## src/rtl/button_press_classifier.sv

```systemverilog
// Classifies debounced button gestures into short, long and double presses (one-cycle pulses).
// Define BPC_AUTO_REPEAT_EN to get repeat_press pulses while a long press is held.
module button_press_classifier #(
  parameter int CW            = 27,
  parameter int LONG_CYCLES   = 100000000,
  parameter int DBL_CYCLES    = 30000000,
  parameter int REPEAT_CYCLES = 20000000
) (
  input  logic clk,
  input  logic rst_n,
  input  logic db_level,
  input  logic db_tick,
  output logic short_press,
  output logic long_press,
  output logic double_press,
  output logic repeat_press,
  output logic busy
);

  // state     | meaning
  // IDLE      | waiting for a press
  // PRESS1    | first press held, timing toward long
  // GAP       | released, waiting for a second press or timeout
  // PRESS2    | second press held, double on release
  // LONG_HELD | long press reported, waiting for release
  localparam logic [2:0] IDLE      = 3'd0;
  localparam logic [2:0] PRESS1    = 3'd1;
  localparam logic [2:0] GAP       = 3'd2;
  localparam logic [2:0] PRESS2    = 3'd3;
  localparam logic [2:0] LONG_HELD = 3'd4;

  localparam logic [CW-1:0] LONG_TC = CW'(LONG_CYCLES - 1);
  localparam logic [CW-1:0] DBL_TC  = CW'(DBL_CYCLES - 1);

  localparam longint CNT_RANGE = 64'd1 << CW;

  if (LONG_CYCLES < 2 || DBL_CYCLES < 2 ||
      longint'(LONG_CYCLES) >= CNT_RANGE || longint'(DBL_CYCLES) >= CNT_RANGE ||
      longint'(REPEAT_CYCLES) >= CNT_RANGE) begin : g_param_check
    $error("button_press_classifier: parameter out of range for CW");
  end

  logic [2:0]    state, state_next;
  logic [CW-1:0] cnt, cnt_next;
  logic          lvl_q;
  logic          rel;
  logic          short_next, long_next, double_next;

  // Release is taken from the registered level so a tick/level skew can't fake one
  assign rel = lvl_q & ~db_level;

`ifdef BPC_AUTO_REPEAT_EN
  localparam logic [CW-1:0] REPEAT_TC = CW'(REPEAT_CYCLES - 1);
  logic repeat_next;
`endif

  always_comb begin
    state_next  = state;
    cnt_next    = cnt;
    short_next  = 1'b0;
    long_next   = 1'b0;
    double_next = 1'b0;
`ifdef BPC_AUTO_REPEAT_EN
    repeat_next = 1'b0;
`endif
    case (state)
      IDLE: begin
        if (db_tick) begin
          state_next = PRESS1;
          cnt_next   = '0;
        end
      end
      PRESS1: begin
        if (rel) begin
          state_next = GAP;
          cnt_next   = '0;
        end else if (cnt == LONG_TC) begin
          state_next = LONG_HELD;
          cnt_next   = '0;
          long_next  = 1'b1;
        end else begin
          cnt_next = cnt + CW'(1);
        end
      end
      GAP: begin
        if (db_tick) begin
          state_next = PRESS2;
          cnt_next   = '0;
        end else if (cnt == DBL_TC) begin
          state_next = IDLE;
          cnt_next   = '0;
          short_next = 1'b1;
        end else begin
          cnt_next = cnt + CW'(1);
        end
      end
      PRESS2: begin
        if (rel) begin
          state_next  = IDLE;
          cnt_next    = '0;
          double_next = 1'b1;
        end
      end
      LONG_HELD: begin
        if (rel) begin
          state_next = IDLE;
          cnt_next   = '0;
        end
`ifdef BPC_AUTO_REPEAT_EN
        else if (cnt == REPEAT_TC) begin
          cnt_next    = '0;
          repeat_next = 1'b1;
        end else begin
          cnt_next = cnt + CW'(1);
        end
`endif
      end
      default: begin
        state_next = IDLE;
        cnt_next   = '0;
      end
    endcase
  end

  always_ff @(posedge clk or negedge rst_n) begin
    if (!rst_n) begin
      state        <= IDLE;
      cnt          <= '0;
      lvl_q        <= 1'b0;
      short_press  <= 1'b0;
      long_press   <= 1'b0;
      double_press <= 1'b0;
      busy         <= 1'b0;
    end else begin
      state        <= state_next;
      cnt          <= cnt_next;
      lvl_q        <= db_level;
      short_press  <= short_next;
      long_press   <= long_next;
      double_press <= double_next;
      busy         <= (state_next != IDLE);
    end
  end

`ifdef BPC_AUTO_REPEAT_EN
  always_ff @(posedge clk or negedge rst_n) begin
    if (!rst_n) repeat_press <= 1'b0;
    else        repeat_press <= repeat_next;
  end
`else
  assign repeat_press = 1'b0;
`endif

endmodule
```

## config.mk

```make
export PLATFORM = sky130hd
export DESIGN_NAME = button_press_classifier
export DESIGN_NICKNAME = d
export VERILOG_FILES = /design/src/rtl/button_press_classifier.sv
export SDC_FILE = /design/constraint.sdc
export NUM_CORES = 1
export LEC_CHECK = 0
export BUFFER_PORTS_ARGS = -buffer_cell sky130_fd_sc_hd__buf_2
export CAP_MARGIN = 20
export CORE_MARGIN = 3
export CORE_UTILIZATION = 68
export CTS_BUF_LIST = sky130_fd_sc_hd__clkbuf_2
export DETAILED_ROUTE_END_ITERATION = 8
export MAX_ROUTING_LAYER = met4
export PLACE_DENSITY = 0.87
export SLEW_MARGIN = 0
export SYNTH_ARGS = -nofsm -noshare
export SYNTH_HDL_FRONTEND = slang
export SYNTH_SLANG_ARGS = --single-unit
```

## constraint.sdc

```tcl
create_clock -name clk -period 6.2 [get_ports clk]
set_input_delay 0.62 -clock clk [delete_from_list [all_inputs] [get_ports clk]]
set_output_delay 0.62 -clock clk [all_outputs]
set_load 0.01 [all_outputs]
```

==> Yosys cells after proc, flatten, opt, wreduce, memory -nomap -nowiden <==
Index checks and enable logic that the tools add are counted.
{ "totals": {"reg_bits": 35, "latch_bits": 0, "ramBits": 0, "mem_bits_ro": 0, "out_inout_bits": 5, "elab_cells": 44, "memories": 0} }
{ "classes": {"add_sub_neg": 1, "mul": 0, "div_mod_pow": 0, "n_lt_le_gt_ge": 0, "n_eq_ne": 8, "shifts": 0, "n_mux": 22, "bitwise_logic": 2, "reduce_logical": 4} }
{ "ops": {"columns": ["operator", "n"], "rows": [
  ["27-bit two-way mux", 6],
  ["27-bit one-hot mux with 4 select lines", 1],
  ["27-bit by 1-bit adder with 27-bit output, second input constant", 1],
  ["27-bit by 25-bit equality test with 1-bit output, second input constant", 1],
  ["27-bit equality test, second input constant", 1],
  ["3-bit two-way mux", 6],
  ["3-bit one-hot mux with 4 select lines", 1],
  ["1-bit two-way mux", 8],
  ["3-bit by 2-bit equality test with 1-bit output, second input constant", 2],
  ["3-bit by 1-bit equality test with 1-bit output, second input constant", 1],
  ["3-bit equality test, second input constant", 1],
  ["3-bit zero test", 1],
  ["3-bit nonzero test", 1],
  ["2-bit by 1-bit != test with 1-bit output, second input constant", 1],
  ["2-bit != test, second input constant", 1],
  ["2-bit AND reduction", 1],
  ["2-bit OR reduction", 1],
  ["1-bit bitwise AND", 1],
  ["1-bit inverter", 1]
]} }

==> Depth between registers and ports, before layout <==
Gate-level depths: netlist of the first run.
{ "depth": {"depth_word": 5, "ltp_mapped": 7, "mapped_depth_nobuf": 7} }

==> Worst setup path after synthesis of the first run <==
Ideal clock, no wire load.
{ "synth_path": {"kind": "register to register", "start": "register cnt[11]", "end": "register cnt[21]", "setup_time_ns": 0.126, "arrival_time_ns": 2.588, "required_ns": 6.074, "setup_slack_ns": 3.486, "path_stages_with_launch": 7, "synth_period_minus_slack_ns": 2.714, "cell_sequence": "dfrtp_1 or4_1 or4_4 or4_4 a221oi_4 buf_6 a21oi_1"} }
{ "synth_between": {"elab_chain_len": 4, "elab_cells_between_ends": 8, "classes_between": "add/sub: 1; eq/ne: 2; mux: 5"} }
{ "synth_rtl": {"columns": ["element", "line_no", "source"], "rows": [
  ["start, declared", "44", "logic [CW-1:0] cnt, cnt_next;"],
  ["start signal, assigned", "136", "cnt <= cnt_next;"],
  ["27-bit by 1-bit adder with 27-bit output (tied with other cells)", "82, 94", null],
  ["27-bit two-way mux, on equally long branches", "89, 77", null],
  ["27-bit two-way mux, on equally long branches", "86, 74", null],
  ["27-bit one-hot mux with 4 select lines *", "66", "case (state)"]
]} }
Mark *: on every way between the ends. The rest lies on a longest branch, timed or not.
A chain may end at the register's enable or synchronous reset.

==> Final worst setup path of the first run <==
{ "layout_path": {"start": "register cnt[11]", "end": "register cnt[24]"} }
Same word-level chain as after synthesis.

==> impl_metrics.json, run 1 <==
{
  "rsz0062_at_grt": "false",
  "yosysTopAreaCellShare_pct": 47.04,
  "cts-root-buf": "clkbuf_2",
  "hold_buffers": 0,
  "dieArea_sq_mm": 0.003402,
  "gp_congestion": 0.9173,
  "start_util_pct": 73.16,
  "min_path_type": "input pin to asynchronous set/reset pin",
  "drt_wl_total_um": 3679,
  "crit_start": "cnt[11]",
  "overflow": 0,
  "vias": 1446,
  "pwr-share-clk_pct": 33.4,
  "slew_viol_final": 0,
  "grt_start_max_net_pins": 36,
  "ys_types": 44,
  "drc": 0,
  "post_cts.repair.setup_buffers": 0,
  "cp.arrival_ns": 3.74,
  "drtPass1Iterations": 5,
  "syn_nets": 199,
  "dp_hpwl_um": 2581,
  "placement.io_buffers": 7,
  "cts_tree": "yes",
  "tns_ns": 0,
  "fillCellCount": 172,
  "post_cts_resized": 0,
  "drive_gt1_share_pct": 11.76,
  "viasPerCell": 6.179,
  "cap_violations": 0,
  "fin_skew_ns": 0.03689,
  "multiInputGateArea_sq_um": 933.4,
  "synth_common_cells": "dfrtp_1 (35), nor2_1 (24), nand2_1 (18)",
  "grt_pass1_vias": 1359,
  "seq_area_sq_um": 875.8,
  "area_delta_synth_final_pct": 6.855,
  "fmax_mhz": 294.7,
  "antenna_cells": 0,
  "ant_nets": 0,
  "p_sw_share_pct": 31.40,
  "p_int_w": 0.0003909,
  "cts.sinks": 35,
  "setup_viol_count_final": 0,
  "clk_pin_slew_ns": 0.21,
  "clockBufferDepth": 2,
  "power_density_mw_per_mm2": 286.4,
  "crit_end": "cnt[24]",
  "power_w": 0.0005699,
  "yosysWarnings": 0,
  "wire_per_inst_um": 15.72,
  "max_slew_margin_pct": 35.04,
  "critPathLaunchType": "register",
  "reg2reg_depth": 6,
  "ys.flop_type": "dfrtp_1",
  "seqPwrFrac_pct": 46.2,
  "synth_edf_count": 0,
  "reg2reg_from": "cnt[11]",
  "ir_drop_mv": 0.3029,
  "critPathRequiredTime_ns": 6.54,
  "p_leak_nw": 0.8320,
  "die_w_um": 58.33,
  "row_count": 18,
  "cp_max_fo": 23,
  "synthesis.area_sq_mm": 0.001862,
  "period_minus_slack_ns": 3.393,
  "end_kind": "register",
  "ys_seq_area_share_pct": 47.04,
  "syn_area_per_cell_sq_um": 9.597,
  "worst_pin_slew_ns": 0.9744,
  "grt_usage_pct": 24.93,
  "synthArstFlopShare_pct": 100.0,
  "power.switching_w": 0.0001790,
  "cts-buffers-inserted": 5,
  "fin_crit_sh_pct": 54.73,
  "combPwrFrac_pct": 20.5,
  "reg2reg_slack_ns": 2.81,
  "io-pin-count": 9,
  "dieHeight_um": 58.33,
  "grt_pass1_wl_um": 6189,
  "drtIter0Drc": 73,
  "worstSetupPathType": "register to register",
  "core_area_sq_mm": 0.002545,
  "synth.ff_latch_count": 35,
  "status": "finished clean",
  "syn_inst": 194,
  "clk_latency_ns": 0.43,
  "yosys-top-cells-area": "dfrtp_1 (47%), xnor2_1 (5.2%), nor2_1 (4.8%), nand2_1 (3.6%), xor2_1 (3.3%)",
  "nNetsFinal": 208,
  "antenna_found_initial": 0,
  "post-synth-top-count-cell": "dfrtp_1",
  "reg2reg_to": "cnt[24]",
  "yosysTopAreaCell": "dfrtp_1",
  "ctsHtreeMaxLevel": 2,
  "finalHoldViolCount": 0
}
how the worst min path moves through the flow:
| stage | start | endpoint | cells past startpoint | slack (ns) |
|---|---|---|---|---|
| after floorplan | rst_n | busy | 0 | 0.32 |
| after global placement | state[2] | state[0] | 1 | 0.52 |
| after CTS | rst_n | cnt[19] | 1 | 0.26 |
| after global routing | rst_n | cnt[19] | 1 | 0.27 |
| after detailed placement | cnt[24] | cnt[24] | 1 | 0.54 |
| final | rst_n | cnt[19] | 1 | 0.22 |
metrics by stage:
stage          instances  setup WS (ns)  hold slack, ns  util (%)  area, sq um
2_1_floorplan        194          3.486          0.3244         -         1862
3_3_place_gp         226          2.923          0.5228     74.53         1897
3_5_place_dp         226          2.849          0.5388     74.53         1897
4_1_cts              234          2.823          0.2595     78.17         1989
5_1_grt              234          2.690          0.2657     78.17         1989
6_report             234          2.807          0.2235     78.17         1989
power groups by stage:
stage               combinational (W)  clock (W)  sequential [W]
floorplan                    0.000109          0        0.000258
finish                       0.000117   0.000190        0.000263
CTS                          0.000117   0.000190        0.000263
global route                 0.000129   0.000199        0.000267
detailed placement           0.000116          0        0.000267
global placement             0.000110          0        0.000265
cell usage in the layout (no fill, tap or decap), types with 2 or more instances in the layout:
cell / n
or3_1: 5
nor3_1: 7
nand3_1: 8
a21oi_1: 9
clkbuf_2: 5
or4_4: 3
and3_1: 5
nand2_1: 18
nor4_1: 3
nor3b_1: 2
buf_2: 7
nand4_1: 5
xnor2_1: 11
o21ai_0: 8
dfrtp_1: 35
and2_1: 2
nor2_2: 2
a211o_1: 2
bufinv_16: 2
nand2b_1: 2
xor2_1: 7
inv_1: 4
nor2_1: 24
or4_1: 3
nor2b_1: 5
worst max-delay path, stage by stage (launching register included):
cell and delay (ns):
dfrtp_1 0.46, or4_1 0.53, or4_4 0.56, or4_4 0.60, a221oi_4 0.88, nand3b_1 0.20, o31ai_1 0.07
final cells by class:
type,instances,area share [%]
tap,30,1.887
clock inverter,3,3.396
clock buffer,5,1.258
timing repair buffer,7,1.761
sequential,35,44.03
inverter,4,0.7547
multi-input combinational,150,46.92
per-layer routing:
metal  track usage, %  vias to the layer above  wire [um]  part of all wire [%]
li1                 -                      700          -                     -
met1            30.91                      685       1597                    43
met2            38.44                       49       1707                    46
met3            5.921                       12        258                   7.0
met4            11.92                        0        115                   3.1
met5                -                        -          0                     0
kinds of logic (layout without fill, tap and decap cells):
group	Yosys count	after routing	synth area share (%)
xor gates and xnor gates	18	18	8.468
other	1	1	0.2014
and+or+nand+nor	99	99	28.29
muxes	1	1	0.5377
adders and majority gates	1	1	0.6719
DFF	35	35	47.04
AOI/OAI and AO/OA	30	30	11.96
buffers and inverters	9	19	2.823
state kept, by name, indices dropped and copies added (netlist names):
| signal | flops |
|---|---|
| busy | 1 |
| state | 3 |
| short_press | 1 |
| double_press | 1 |
| lvl_q | 1 |
| long_press | 1 |
| cnt | 27 |
No activity file was read; power rests on OpenSTA's default activity.
==> run 2, diff against run 1 <==
--- a/config.mk
+++ b/config.mk
@@ -8,11 +8,11 @@
 export BUFFER_PORTS_ARGS = -buffer_cell sky130_fd_sc_hd__buf_2
 export CAP_MARGIN = 20
 export CORE_MARGIN = 3
-export CORE_UTILIZATION = 68
+export CORE_UTILIZATION = 57
 export CTS_BUF_LIST = sky130_fd_sc_hd__clkbuf_2
 export DETAILED_ROUTE_END_ITERATION = 8
 export MAX_ROUTING_LAYER = met4
-export PLACE_DENSITY = 0.87
+export PLACE_DENSITY = 0.78
 export SLEW_MARGIN = 0
 export SYNTH_ARGS = -nofsm -noshare
 export SYNTH_HDL_FRONTEND = slang
==> constraint.sdc (replaced) <==
create_clock -name clk -period 2.8 [get_ports clk]
set_input_delay 0.28 -clock clk [delete_from_list [all_inputs] [get_ports clk]]
set_output_delay 0.28 -clock clk [all_outputs]
set_load 0.01 [all_outputs]
==> run 2 against run 1 <==
  * Non-clock buffer count grew 18
  * Register-to-register slack lost 2.8 ns
  * Sequential share of layout area shrank 2.7 points
  * Critical path type unchanged
  * Largest cell class unchanged
  * Largest power group unchanged
  * Highest routed layer unchanged
==> impl_metrics.json, run 2 (same netlist as run 1, synthesis figures left out) <==
{
  "cp.arrival_ns": 3.07,
  "final_area_sq_mm": 0.002120,
  "viasPerCell": 5.823,
  "fin_skew_ns": 0.02375,
  "fin_crit_sh_pct": 98.38,
  "period_minus_slack_ns": 2.755,
  "ant_nets": 0,
  "antenna_found_initial": 0,
  "largest_reg_flops": 27,
  "rsz0062_at_grt": "true",
  "grt_usage_pct": 22.30,
  "core_area_sq_mm": 0.003078,
  "area_delta_synth_final_pct": 13.84,
  "die_w_um": 63.15,
  "drt_wl_total_um": 4006,
  "whs_ns": 0.1441,
  "wire_per_inst_um": 15.06,
  "clk_pin_slew_ns": 0.18,
  "fmax_mhz": 363.0,
  "placed_area_sq_mm": 0.002017,
  "ir_drop_mv": 0.3108,
  "drtPass1Iterations": 4,
  "grt_pass1_wl_um": 6782,
  "dieArea_sq_mm": 0.003988,
  "grt_pass1_vias": 1484,
  "antenna_cells": 0,
  "power_w": 0.001204,
  "critPathRequiredTime_ns": 3.12,
  "ctsHtreeMaxLevel": 2,
  "overflow": 0,
  "final_common_cell": "dfrtp_1",
  "crit_start": "cnt[11]",
  "clk_latency_ns": 0.40,
  "worstSetupPathType": "register to register",
  "end_kind": "register",
  "dieHeight_um": 63.15,
  "drive_gt1_share_pct": 18.92,
  "start_util_pct": 60.49,
  "cts.sinks": 35,
  "cts_tree": "yes",
  "nNetsFinal": 226,
  "critPathLaunchType": "register",
  "drtIter0Drc": 146,
  "final_cell_mix": "dfrtp_1 (35), nor2_1 (24), nand2_1 (18), buf_4 (14), xnor2_1 (11)",
  "fin_ws_ns": 0.04546,
  "cts-root-buf": "clkbuf_2",
  "clockBufferDepth": 2,
  "min-delay-start": "db_tick",
  "gp_congestion": 0.8749,
  "io-pin-count": 9,
  "status": "finished clean",
  "worst_pin_slew_ns": 0.7805,
  "grt_start_max_net_pins": 36,
  "setup_viol_count_final": 0,
  "p_leak_nw": 0.9077,
  "min_path_type": "input pin to register",
  "placement.io_buffers": 7,
  "vias": 1549,
  "max_slew_margin_pct": 47.97,
  "reg_top3": "cnt (27), state (3)",
  "finalHoldViolCount": 0,
  "dp_hpwl_um": 2817,
  "cp_max_fo": 6,
  "slew_viol_final": 0,
  "cts-buffers-inserted": 5,
  "cap_violations": 0,
  "drc": 0,
  "reg2reg_from": "cnt[11]",
  "largest_register": "cnt",
  "post-place-ws_ns": -0.03007,
  "power_density_mw_per_mm2": 567.9,
  "row_count": 20
}
==> run 2: per-stage QoR <==
stage,util (%),instances,setup TNS [ns]
floorplan,-,194,0
global placement,65.53,252,-0.002214
detailed placement,65.53,252,-0.1418
CTS,67.97,264,0
global route,68.86,266,-0.08751
finish,68.86,266,0
==> run 2: worst paths after layout <==
path                            end  slack, ns  cells after the start
setup reg to reg             cnt[3]       0.05                      7
max in group asynchronous   cnt[10]       1.83                      2
setup / recovery             cnt[3]       0.05                      7
hold / removal             state[0]       0.14                      3
min in group asynchronous    cnt[1]       0.46                      2
hold reg to reg            state[0]       0.55                      1
==> run 2: routing by layer <==
metal	vias to the layer above	wire length, um	GRT usage (%)	part of all wire, %
li1	739	-	-	-
met1	745	1669	26.63	42
met2	54	2066	36.89	52
met3	11	179	5.526	4.5
met4	0	91	7.438	2.3
met5	-	0	-	0
==> run 2: final cells by class <==
type | instances | area (sq um)
clock inverter | 1 | 5.005
sequential | 35 | 875.8
multi-input combinational | 150 | 942.2
inverter | 4 | 15.01
clock buffer | 7 | 35.03
fill | 264 | 958.4
timing repair buffer | 25 | 191.4
tap | 44 | 55.05
==> run 2: repair_timing <==
item,in CTS,in global routing
setup endpoints to repair,15,18
pin swaps,4,2
buffers inserted,2,2
hold buffers,2,0
gates cloned,0,0
resized for setup,0,3
hold endpoints to repair,36,0
==> run 2: power breakdown <==
group / internal, W / switching (W) / total, W
registers: 0.000535 / 0.0000403 / 0.000576
clock network: 0.0000680 / 0.000166 / 0.000234
logic: 0.000193 / 0.000201 / 0.000394
total: 0.000796 / 0.000407 / 0.00120
==> run 2: critical path: stages (launching register included) <==
cell and delay, ns:
dfrtp_1 0.41, or4_4 0.53, or4_4 0.55, or4_4 0.46
buf_4 0.16, a22oi_4 0.24, nor3_1 0.08, a211o_1 0.27
